### src/rtl/reaction_fsm.sv
// Reaction-time engine: random pre-stimulus delay, then a 4-digit BCD millisecond
// count until stop, with early-start and timeout detection.
module reaction_fsm #(
  parameter int          MIN_DELAY_MS = 2000,
  parameter logic [11:0] RAND_MASK    = 12'hFFF,
  parameter int          MAX_MS       = 9999,
  parameter logic [15:0] LFSR_SEED    = 16'hACE1
) (
  input  logic       clk,
  input  logic       rst,
  input  logic       tick,
  input  logic       start,
  input  logic       stop,
  input  logic       clear,
  output logic       led,
  output logic [3:0] bcd3,
  output logic [3:0] bcd2,
  output logic [3:0] bcd1,
  output logic [3:0] bcd0,
  output logic       done,
  output logic       early,
  output logic       timeout
);

  // state   | meaning
  // IDLE    | no measurement, all outputs cleared
  // WAIT    | counting down the pre-stimulus delay
  // ARMED   | LED lit, counting elapsed ms
  // DONE    | valid reaction time held
  // EARLY   | stop seen before the stimulus
  // TIMEOUT | no stop before MAX_MS
  localparam logic [2:0] S_IDLE    = 3'd0;
  localparam logic [2:0] S_WAIT    = 3'd1;
  localparam logic [2:0] S_ARMED   = 3'd2;
  localparam logic [2:0] S_DONE    = 3'd3;
  localparam logic [2:0] S_EARLY   = 3'd4;
  localparam logic [2:0] S_TIMEOUT = 3'd5;

  localparam logic [15:0] MAX_BCD = {4'(MAX_MS / 1000), 4'((MAX_MS / 100) % 10),
                                     4'((MAX_MS / 10) % 10), 4'(MAX_MS % 10)};
  localparam logic [13:0] MIN_D   = 14'(MIN_DELAY_MS);

  logic [2:0]  state_q, state_d;
  logic [15:0] lfsr_q, lfsr_d;
  logic [13:0] delay_q, delay_d;
  logic [15:0] bcd_q, bcd_d;
  logic        start_s_q, start_s_d, start_p_q, start_p_d;
  logic        stop_s_q, stop_s_d, stop_p_q, stop_p_d;
  logic        led_q, led_d, done_q, done_d, early_q, early_d, timeout_q, timeout_d;

  logic        start_edge, stop_edge;
  logic [13:0] delay_load;
  logic [15:0] bcd_next;

  function automatic logic [15:0] bcd_inc(input logic [15:0] v);
    logic [15:0] r;
    logic        c;
    r = v;
    c = 1'b1;
    for (int i = 0; i < 4; i++) begin
      if (c) begin
        if (r[4*i +: 4] >= 4'd9) begin
          r[4*i +: 4] = 4'd0;
        end else begin
          r[4*i +: 4] = r[4*i +: 4] + 4'd1;
          c = 1'b0;
        end
      end
    end
    return r;
  endfunction

  // Inputs are sampled once, then compared with the previous sample.
  assign start_edge = start_s_q & ~start_p_q;
  assign stop_edge  = stop_s_q & ~stop_p_q;
  assign delay_load = MIN_D + {2'b00, lfsr_q[11:0] & RAND_MASK};
  assign bcd_next   = bcd_inc(bcd_q);

  always_comb begin
    start_s_d = start;
    start_p_d = start_s_q;
    stop_s_d  = stop;
    stop_p_d  = stop_s_q;
    lfsr_d    = {lfsr_q[14:0], lfsr_q[15] ^ lfsr_q[13] ^ lfsr_q[12] ^ lfsr_q[10]};
    state_d   = state_q;
    delay_d   = delay_q;
    bcd_d     = bcd_q;

    if (clear) begin
      state_d = S_IDLE;
      bcd_d   = 16'h0000;
    end else begin
      case (state_q)
        S_IDLE: begin
          if (start_edge) begin
            state_d = S_WAIT;
            delay_d = delay_load;
          end
        end
        S_WAIT: begin
          if (stop_edge) begin
            state_d = S_EARLY;
            bcd_d   = 16'h0000;
          end else if (tick) begin
            // A zero delay arms on the first tick, same as a delay of one.
            if (delay_q <= 14'd1) begin
              state_d = S_ARMED;
              bcd_d   = 16'h0000;
            end else begin
              delay_d = delay_q - 14'd1;
            end
          end
        end
        S_ARMED: begin
          if (stop_edge) begin
            state_d = S_DONE;
          end else if (tick) begin
            if (bcd_next >= MAX_BCD) begin
              state_d = S_TIMEOUT;
              bcd_d   = MAX_BCD;
            end else begin
              bcd_d = bcd_next;
            end
          end
        end
        S_DONE, S_EARLY, S_TIMEOUT: begin
          if (start_edge) begin
            state_d = S_WAIT;
            delay_d = delay_load;
          end
        end
        default: begin
          state_d = S_IDLE;
          bcd_d   = 16'h0000;
        end
      endcase
    end

    led_d     = (state_d == S_ARMED);
    done_d    = (state_d == S_DONE);
    early_d   = (state_d == S_EARLY);
    timeout_d = (state_d == S_TIMEOUT);
  end

  always_ff @(posedge clk or posedge rst) begin
    if (rst) begin
      state_q   <= S_IDLE;
      lfsr_q    <= LFSR_SEED;
      delay_q   <= 14'd0;
      bcd_q     <= 16'h0000;
      start_s_q <= 1'b0;
      start_p_q <= 1'b0;
      stop_s_q  <= 1'b0;
      stop_p_q  <= 1'b0;
      led_q     <= 1'b0;
      done_q    <= 1'b0;
      early_q   <= 1'b0;
      timeout_q <= 1'b0;
    end else begin
      state_q   <= state_d;
      lfsr_q    <= lfsr_d;
      delay_q   <= delay_d;
      bcd_q     <= bcd_d;
      start_s_q <= start_s_d;
      start_p_q <= start_p_d;
      stop_s_q  <= stop_s_d;
      stop_p_q  <= stop_p_d;
      led_q     <= led_d;
      done_q    <= done_d;
      early_q   <= early_d;
      timeout_q <= timeout_d;
    end
  end

  assign led     = led_q;
  assign done    = done_q;
  assign early   = early_q;
  assign timeout = timeout_q;
  assign bcd3    = bcd_q[15:12];
  assign bcd2    = bcd_q[11:8];
  assign bcd1    = bcd_q[7:4];
  assign bcd0    = bcd_q[3:0];

endmodule

### config.mk
export PLATFORM = sky130hd
export DESIGN_NAME = reaction_fsm
export DESIGN_NICKNAME = d
export VERILOG_FILES = /design/src/rtl/reaction_fsm.sv
export SDC_FILE = /design/constraint.sdc
export NUM_CORES = 1
export LEC_CHECK = 0
export CORE_ASPECT_RATIO = 1.2
export CORE_UTILIZATION = 30
export DETAILED_ROUTE_END_ITERATION = 8
export PLACE_DENSITY = 0.53
export SYNTH_ARGS = -nofsm -noshare
export SYNTH_HDL_FRONTEND = slang
export SYNTH_SLANG_ARGS = --single-unit
### constraint.sdc
create_clock -name clk -period 2.9 [get_ports clk]
set_input_delay 0.58 -clock clk [delete_from_list [all_inputs] [get_ports clk]]
set_output_delay 0.58 -clock clk [all_outputs]
set_load 0.01 [all_outputs]
==> results.py <==
metrics = {
    "status": {
        "status": "finished clean",
    },
    "pwr": {
        "peakVddDrop_uv": 324,
        "p_per_area_nw_per_um2": 554,
        "total_power_mw": 2.21,
        "p_leak_nw": 1.70,
    },
    "critical_path": {
        "worstSetupStartpointType": "flip-flop",
        "criticalPathCategory": "flip-flop to flip-flop",
        "r2r_slack_ps": 230,
        "crit_required_ps": 3110,
        "cp.arrival_ps": 2880,
        "end_kind": "flip-flop",
        "path_max_fanout": 11,
    },
    "floorplanning": {
        "fp.dieW_um": 97.0,
        "io_pins": 26,
        "start_util": 0.309,
        "fp.dieH_um": 116,
        "core_area_um2": 10500,
        "rows": 41,
        "dieArea_um2": 11200,
    },
    "logic_synthesis": {
        "synth_seq_cells": 57,
        "synth_xor_area_frac": 0.0324,
        "syn_area_um2": 3250,
        "yosys.area_share.simple": 0.204,
        "synthCells": 344,
        "synth_compound_area_frac": 0.221,
        "yosys_warnings": 0,
        "synth-edff-count": 0,
        "syn_area_per_cell_um2": 9.44,
        "yosysUniqueCellTypes": 68,
        "async_flop_share": 1.00,
        "muxShareOfSynthArea": 0.00308,
        "ys.flop_type": "dfrtp_1",
        "ys_seq_area_frac": 0.442,
        "synth_fp_nets": 365,
        "synth_top_family_by_area": "compound AO/OA/AOI/OAI gates",
        "synthAdderAreaFrac": 0.0578,
    },
    "sta": {
        "max_freq_mhz": 375,
        "hold_viol_final": 0,
        "max_slew_margin": 0.355,
        "max_slew.worst_pin.slew_ps": 961,
        "tns_ps": 0,
        "setup_viol": 0,
        "min_period_over_period": 0.920,
        "fin_skew_ps": 5.96,
        "whs_ps": 359,
        "slew_violations": 0,
        "rsz0062_at_grt": "no",
        "timing.final.ws_setup_ps": 232,
        "period_needed_ps": 2670,
    },
    "placed_design": {
        "dp_cells": 491,
        "place_ws_ps": 222,
        "place.port_buffers": 25,
        "place_congestion": 0.807,
        "hpwl_um": 5160,
        "place_area_um2": 3670,
    },
    "clock_tree": {
        "cts_tree": "yes",
        "holdBufCountCts": 0,
        "ctsResizeCount": 0,
        "clock_sinks": 57,
        "cts_htree_levels": 3,
        "clk_pin_slew_worst_paths_ps": 50,
        "cts-root-buf": "clkbuf_16",
        "cts.path.max_buffers": 2,
        "post_cts_buffers": 0,
        "numCtsBuffers": 9,
        "clock_latency_ps": 330,
    },
    "drt": {
        "drc_errors": 0,
        "first_pass_iters": 4,
        "wl_um": 7200,
        "drt-initial-drc-count": 61,
        "final_antenna_net_count": 0,
        "vias": 2623,
        "detail_route.vias_per_cell": 5.17,
        "wl_per_cell_um": 14.2,
    },
    "global_route": {
        "grtUsageTotal": 0.140,
        "grt_max_degree": 35,
        "antenna_found_initial": 0,
        "grt_pass1_wl_um": 12400,
        "grt_pass1_vias": 2550,
        "globalRouteOverflowTotal": 0,
    },
    "finish": {
        "area_growth_pct": 23.0,
        "final_common_cell": "dfrtp_1",
        "nets": 394,
        "stdcell_area_um2": 3990,
        "final_cell_mix": "49 x dfrtp_1, 36 x nand2_1, 27 x o21ai_0",
        "n_antenna_cell": 0,
        "final_util": 0.380,
        "drive_gt1_frac": 0.138,
        "final_cells": 507,
    },
    "worst_hold_path": {
        "holdCritPathClass": "flip-flop to flip-flop",
    },
    "flow_run": {
        "maxCapViolCount": 0,
    },
}
[cell type report]
type / instances / area [um^2]
inverter: 16 / 60.1
multi-input combinational: 257 / 1690
fill: 1031 / 6520
timing repair buffer: 32 / 328
sequential: 57 / 1440
clock inverter: 5 / 78.8
tap: 129 / 161
clock buffer: 11 / 243
[cell usage after synthesis, types with 3 or more instances]
cell type / instances / share of area
dfrtp_1: 49 / 0.38
nand2_1: 36 / 0.042
o21ai_0: 27 / 0.042
nor2_1: 22 / 0.025
a21oi_1: 21 / 0.032
inv_1: 16 / 0.018
ha_1: 15 / 0.058
nand3_1: 12 / 0.018
nor3_1: 11 / 0.017
clkbuf_1: 9 / 0.010
dfstp_2: 8 / 0.065
xnor2_1: 7 / 0.019
a21o_1: 6 / 0.014
nand2b_1: 6 / 0.012
a22o_1: 5 / 0.013
nor2b_1: 5 / 0.0096
o21ai_1: 5 / 0.0077
or2_2: 5 / 0.0096
xor2_1: 5 / 0.013
a31oi_1: 3 / 0.0058
a32o_1: 3 / 0.0092
and3_1: 3 / 0.0058
nor3b_1: 3 / 0.0069
o211ai_1: 3 / 0.0069
o22ai_1: 3 / 0.0058
o31ai_1: 3 / 0.0069
o32ai_1: 3 / 0.0081
or3_1: 3 / 0.0058
[power breakdown]
part	leakage [nW]	switching, mW	internal (mW)
combinational	0.818	0.117	0.0800
sequential	0.725	0.0466	0.844
clock	0.159	0.352	0.772
total	1.70	0.515	1.70
[routing by layer]
layer  wire [um]  share of wire  vias up  GRT usage
met4          82          0.011        0     0.0527
met1        3290           0.46     1278      0.172
met2        3570           0.50       42      0.230
li1            -              -     1297          -
met5           0              0        -          0
met3         256          0.036        6     0.0476
[critical path, stage by stage, from the launching register on]
cell and delay, ps:
dfrtp_1 470, inv_1 70, ha_1 190, or3b_4 260
nand4b_4 180, or2_4 320, o21a_4 230, nand4_2 100
o22a_2 310, o21ai_1 170, and4bb_1 240
[kinds of logic (layout without fill, tap and decap cells)]
kind of cell | Yosys count | in the layout
AOI/OAI and AO/OA | 105 | 105
xor gates and xnor gates | 12 | 12
adders and majority gates | 15 | 15
and+or+nand+nor | 124 | 124
DFF | 57 | 57
buffers and inverters | 30 | 64
muxes | 1 | 1
[sequential cells by signal (all words and copies together), names as in the netlist]
| signal | flops |
|---|---|
| start_p_q | 1 |
| stop_p_d | 1 |
| early | 1 |
| led | 1 |
| state_q | 3 |
| delay_q | 14 |
| stop_p_q | 1 |
| done | 1 |
| timeout | 1 |
| lfsr_q | 16 |
| start_p_d | 1 |
| bcd_q | 16 |
[final timing paths]
check / from / end / depth (start not counted)
worst max-delay path: bcd_q[0] / done / 10
worst min-delay path: lfsr_q[14] / lfsr_q[15] / 0
worst max register to register: bcd_q[0] / done / 10
worst min register to register: lfsr_q[14] / lfsr_q[15] / 0
max in group asynchronous: rst / lfsr_q[5] / 3
min in group asynchronous: rst / bcd_q[14] / 2
(Power assumes the default switching activity.)
==> patch 1 (config.mk and constraints unchanged) <==
Make the reset (`rst`) synchronous in one clocked block.
--- a/src/rtl/reaction_fsm.sv
+++ b/src/rtl/reaction_fsm.sv
@@ -143,5 +143,5 @@
   end
 
-  always_ff @(posedge clk or posedge rst) begin
+  always_ff @(posedge clk) begin
     if (rst) begin
       state_q   <= S_IDLE;
Behaviour: differs if rst is asserted again (counterexample within 4 cycles, from zero or initial values and one cycle with rst high); with rst held inactive, the same outputs for 10 cycles.
==> patch 1 against the original RTL <==
Total power decreased by 9.3%; sequential cell count unchanged; routed wire length increased by 19%; cell area increased by 1.3%; sequential power decreased by 5.5%; first-iteration DRC count increased by 140%; setup slack got worse by 0.061 ns; area after synthesis increased by 0.96%; clock skew increased by 0.0022 ns; combinational power increased by 4%; via count increased by 14%; non-clock buffer count increased by 14.
==> patch 1: results (changes against the original RTL) <==
- Status: complete, no violations (unchanged)
- Hold slack: 0.414 ns (was 0.359 ns)
- Placed insts: 542 (was 491)
- Reg2reg start: bcd_q[1]$_SDFFE_PP0P_ (was bcd_q[0]$_DFFE_PP0P_)
- R2R Setup Slk: 0.17 ns (was 0.23 ns)
- Layout cell share with drive strength beyond 1: 0.155 (was 0.138)
- Top FF cell, synth: dfxtp_1 (was dfrtp_1)
- Hold depth: 1 (was 0)
- Asr flop ratio synth: 0 (was 1.00)
- Synth Net Count: 408 (was 365)
- Number of global-route vias before repair: 2,898 (was 2,550)
- VDD IR max: 0.404 mV (was 0.324 mV)
- Nets: 447 (was 394)
- Most frequent cells after synthesis: 57 x dfxtp_1, 42 x nor2_1, 23 x a21oi_1, 23 x nand2_1, 21 x inv_1 (was 49 x dfrtp_1, 36 x nand2_1, 27 x o21ai_0)
- Fin Clk Skew: 0.00815 ns (was 0.00596 ns)
- Synth area leaders: dfxtp_1 35%, ha_1 5.7%, nor2_1 4.8%, nor2b_1 3.6%, a21oi_1 3.5% (was dfrtp_1 38%, dfstp_2 6.5%, ha_1 5.8%, nand2_1 4.2%, o21ai_0 4.2%)
- Detailed Route WL: 8550 um (was 7200 um)
- Critical Path AT: 2.93 ns (was 2.88 ns)
- Top delay family on crit path: compound AO/OA/AOI/OAI gates (was simple AND/OR/NAND/NOR gates)
- R2R depth: 11 (was 10)
- Pre-CTS setup slack: 0.160 ns (was 0.222 ns)
- Avg Cell Area, Syn: 8.47 um^2 (was 9.44 um^2)
- HPWL after DPL: 6200 um (was 5160 um)
- Wire per inst: 15.3 um (was 14.2 um)
- Worst path slowest cell: or3b_4 (was dfrtp_1)
- RePlAce Congestion: 0.828 (was 0.807)
- Largest net degree at the start of global routing: 30 (was 35)
- RR Endpoint: bcd_q[4]$_SDFFE_PP0P_ (was done$_DFF_PP0_)
- Total GRT Usage: 0.159 (was 0.140)
- Slew @ Worst Pin: 0.483 ns (was 0.961 ns)
- Die area: 11,400 um^2 (was 11,200 um^2)
- CP max stage delay: 0.41 ns (was 0.47 ns)
- Worst Hold Path EP: lfsr_q[15]$_SDFF_PP1_ (was lfsr_q[15]$_DFF_PP1_)
- First DRT Iteration DRCs: 148 (was 61)
- Hold_sp: lfsr_q[14]$_SDFF_PP0_ (was lfsr_q[14]$_DFF_PP0_)
- First-pass GRT wire length: 14,400 um (was 12,400 um)
[patch 1: cell count changes after synthesis, sizes merged, moves of 13 or more]
cell,change
dfxtp,+57
dfrtp,-49
nor2,+20
o21ai,-20
nor2b,+14
nand2,-13
[patch 1: cell type report]
type                            count  area [um^2]
Clock buffer                       11          243
Clock inverter                      5         31.3
Fill cell                        1112         6520
Inverter                           21         78.8
Multi-Input combinational cell    291         1980
Sequential cell                    57         1140
Tap cell                          129          161
Timing Repair Buffer               46          408
[patch 1: kinds of logic after synthesis]
family                   count (synthesis)  share of synthesized area
adder cells (fa/ha/maj)                 15                     0.0572
AND/OR/NAND/NOR                        151                      0.254
buffers and inverters                   39                     0.0477
multiplexers                             1                    0.00458
XOR/XNOR                                13                     0.0347
flip-flops                              57                      0.348
AO/OA/AOI/OAI                          111                      0.254
[patch 1: worst max path at each step]
stage / startpoint / to / cells past startpoint
detailed placement: bcd_q[1]$_SDFFE_PP0P_ / bcd_q[4]$_SDFFE_PP0P_ / 10
global route: bcd_q[0]$_SDFFE_PP0P_ / bcd_q[2]$_SDFFE_PP0P_ / 11
CTS: bcd_q[1]$_SDFFE_PP0P_ / bcd_q[4]$_SDFFE_PP0P_ / 10
floorplan: bcd_q[0]$_SDFFE_PP0P_ / bcd_q[4]$_SDFFE_PP0P_ / 10
finish: bcd_q[1]$_SDFFE_PP0P_ / bcd_q[4]$_SDFFE_PP0P_ / 11
global placement: bcd_q[1]$_SDFFE_PP0P_ / led$_SDFF_PP0_ / 10
[patch 1: per-layer routing]
layer / GRT usage / vias up / wire, um
li1: - / 1503 / -
met1: 0.178 / 1412 / 3670
met2: 0.290 / 74 / 4400
met3: 0.0329 / 14 / 296
met4: 0.0765 / 0 / 182
met5: 0 / - / 0
[patch 1: timing repair]
item,4_1_cts,5_1_grt
setup endpoints to repair,0,5
buffers inserted,0,2
hold buffers,0,0
[patch 1: through the flow]
stage	utilization	instance area [um^2]	total power, mW
after floorplan	-	3280	0.997
after CTS	0.381	4030	2.03
final	0.383	4050	2.01
after global placement	0.355	3760	1.06
after detailed placement	0.355	3760	1.06
after global routing	0.383	4050	2.09
[patch 1: worst reg2reg max path: stages (launching register included)]
cell and delay (ns):
dfxtp_1 0.32, inv_1 0.06, ha_1 0.22, or3b_4 0.41, a211o_1 0.26, a2111oi_1 0.30, o22ai_1 0.12, buf_4 0.17
a21oi_4 0.32, buf_4 0.22, o21a_1 0.12, o32ai_1 0.08
[patch 1: where the power goes]
part	leakage, nW	internal (mW)	switching, mW	total (mW)
registers	0.466	0.814	0.0270	0.841
logic	0.956	0.0876	0.116	0.203
clock network	0.135	0.596	0.365	0.961
==> patch 2 (same settings) <==
Without the edit above. Change the parameter `MIN_DELAY_MS` from 2000 to 1500.
--- a/src/rtl/reaction_fsm.sv
+++ b/src/rtl/reaction_fsm.sv
@@ -2,5 +2,5 @@
 // count until stop, with early-start and timeout detection.
 module reaction_fsm #(
-  parameter int          MIN_DELAY_MS = 2000,
+  parameter int          MIN_DELAY_MS = 1500,
   parameter logic [11:0] RAND_MASK    = 12'hFFF,
   parameter int          MAX_MS       = 9999,
Function: same outputs for any inputs over 10 cycles, from zero or initial values and one cycle with rst high; that may be too few to reach the edited logic, so the function may still have changed.
==> patch 2 against the original RTL <==
The run now ends with design-rule violations left; setup slack got worse by 0.097 ns; routed wire length up 9.5%; cell area is 3.7% higher; count of clock-buffer cells in the layout did not move; sequential power decreased by 2%; total power shrank 8.3%; synthesized cell count increased by 2.6%; non-clock buffer count rose by 10; area after synthesis increased by 2.7%; sequential cell count did not move; final cell count is 3.9% higher.
==> patch 2: results (changes against the original RTL) <==
- Reg2reg start: bcd_q[8]$_DFFE_PP0P_ (was bcd_q[0]$_DFFE_PP0P_)
- Worst path slowest cell: or3b_2 (was dfrtp_1)
- DRC viols: 2 (was 0)
- CP max FO: 6 (was 11)
- RR Endpoint: timeout$_DFF_PP0_ (was done$_DFF_PP0_)
- R2R Setup Slk: 0.14 ns (was 0.23 ns)
- Pre-CTS setup slack: 0.0159 ns (was 0.222 ns)
- Layout cell share with drive strength beyond 1: 0.156 (was 0.138)
- Placed insts: 509 (was 491)
- Wire per inst: 15.0 um (was 14.2 um)
- Failing checks: design-rule violations
- First-pass GRT wire length: 13,300 um (was 12,400 um)
- Status: finished with violations (was complete, no violations)
- Fmax: 0.362 GHz (was 0.375 GHz)
- Synth unique cells: 64 (was 68)
- Final Non-Filler Cells: 527 (was 507)
- Critical Path AT: 2.98 ns (was 2.88 ns)
- Hold slack: 0.366 ns (was 0.359 ns)
- Synth Net Count: 374 (was 365)
- P_leak: 1.70 nW (about the same)
- Largest net degree at the start of global routing: 29 (was 35)
- Placed cell area: 3820 um^2 (was 3670 um^2)
- Top delay family on crit path: compound AO/OA/AOI/OAI gates (was simple AND/OR/NAND/NOR gates)
- Slew @ Worst Pin: 0.916 ns (was 0.961 ns)
- Avg Cell Area, Syn: 9.45 um^2 (was 9.44 um^2)
- HPWL after DPL: 5650 um (was 5160 um)
- Sequential fraction of the synthesis area: 0.430 (was 0.442)
- Most frequent cells after synthesis: 49 x dfrtp_1, 29 x nor2_1, 26 x a21oi_1, 26 x nand2_1 (was 49 x dfrtp_1, 36 x nand2_1, 27 x o21ai_0)
- Nets: 414 (was 394)
- VDD IR max: 0.264 mV (was 0.324 mV)
- Mean number of vias per cell: 5.21 (was 5.17)
- Total GRT Usage: 0.145 (was 0.140)
- DR pass1 iterations: 8 (was 4)
- Fin Clk Skew: 0.00890 ns (was 0.00596 ns)
- First DRT Iteration DRCs: 158 (was 61)
- RePlAce Congestion: 0.855 (was 0.807)
- Synth area leaders: dfrtp_1 37%, dfstp_2 6.3%, ha_1 5.6%, a21oi_1 3.9%, nor2_1 3.3% (was dfrtp_1 38%, dfstp_2 6.5%, ha_1 5.8%, nand2_1 4.2%, o21ai_0 4.2%)
- # resized after CTS: 1 (was 0)
==> patch 2: cell types whose count changed in the layout (fill, tap and decap cells not counted), sizes merged, moves of 6 or more <==
cell | unedited run | this run
a31oi | 3 | 9
buf | 7 | 17
nand2 | 36 | 27
nand3 | 12 | 2
nor2 | 22 | 29
o21ai | 32 | 25
or2 | 7 | 1
==> patch 2: cells by family after synthesis <==
kind of cell	count (synthesis)	synth area share
AOI/OAI and AO/OA	110	0.235
xor gates and xnor gates	15	0.0394
adders and majority gates	15	0.0562
buffers and inverters	32	0.0409
DFF	57	0.430
muxes	3	0.00937
and+or+nand+nor	121	0.189
==> patch 2: how the worst max path moves through the flow <==
stage                              start  depth (start not counted)                    to
finish              bcd_q[8]$_DFFE_PP0P_                         10     timeout$_DFF_PP0_
global route        bcd_q[0]$_DFFE_PP0P_                         10     timeout$_DFF_PP0_
CTS                 bcd_q[0]$_DFFE_PP0P_                         10     timeout$_DFF_PP0_
detailed placement  bcd_q[0]$_DFFE_PP0P_                         10     timeout$_DFF_PP0_
global placement    bcd_q[0]$_DFFE_PP0P_                         10     timeout$_DFF_PP0_
floorplan           bcd_q[0]$_DFFE_PP0P_                         11  bcd_q[8]$_DFFE_PP0P_
==> patch 2: layout make-up <==
class,count,area [um^2]
clock buffers,11,243
clock inverters,5,32.5
fillers,1073,6530
inverters,19,71.3
multi-input cells,264,1800
flip-flops and latches,57,1440
well taps,129,161
repair buffers,42,394
==> patch 2: power breakdown <==
part           total, mW  switching (mW)  leakage, nW  internal (mW)
combinational      0.193           0.114        0.849         0.0796
sequential         0.873          0.0408        0.721          0.832
clock              0.961           0.364        0.128          0.597
==> patch 2: metal layers <==
layer	wire [um]	global-route usage
met5	0	0
met4	142	0.0597
met3	226	0.0333
met2	3850	0.238
met1	3670	0.183
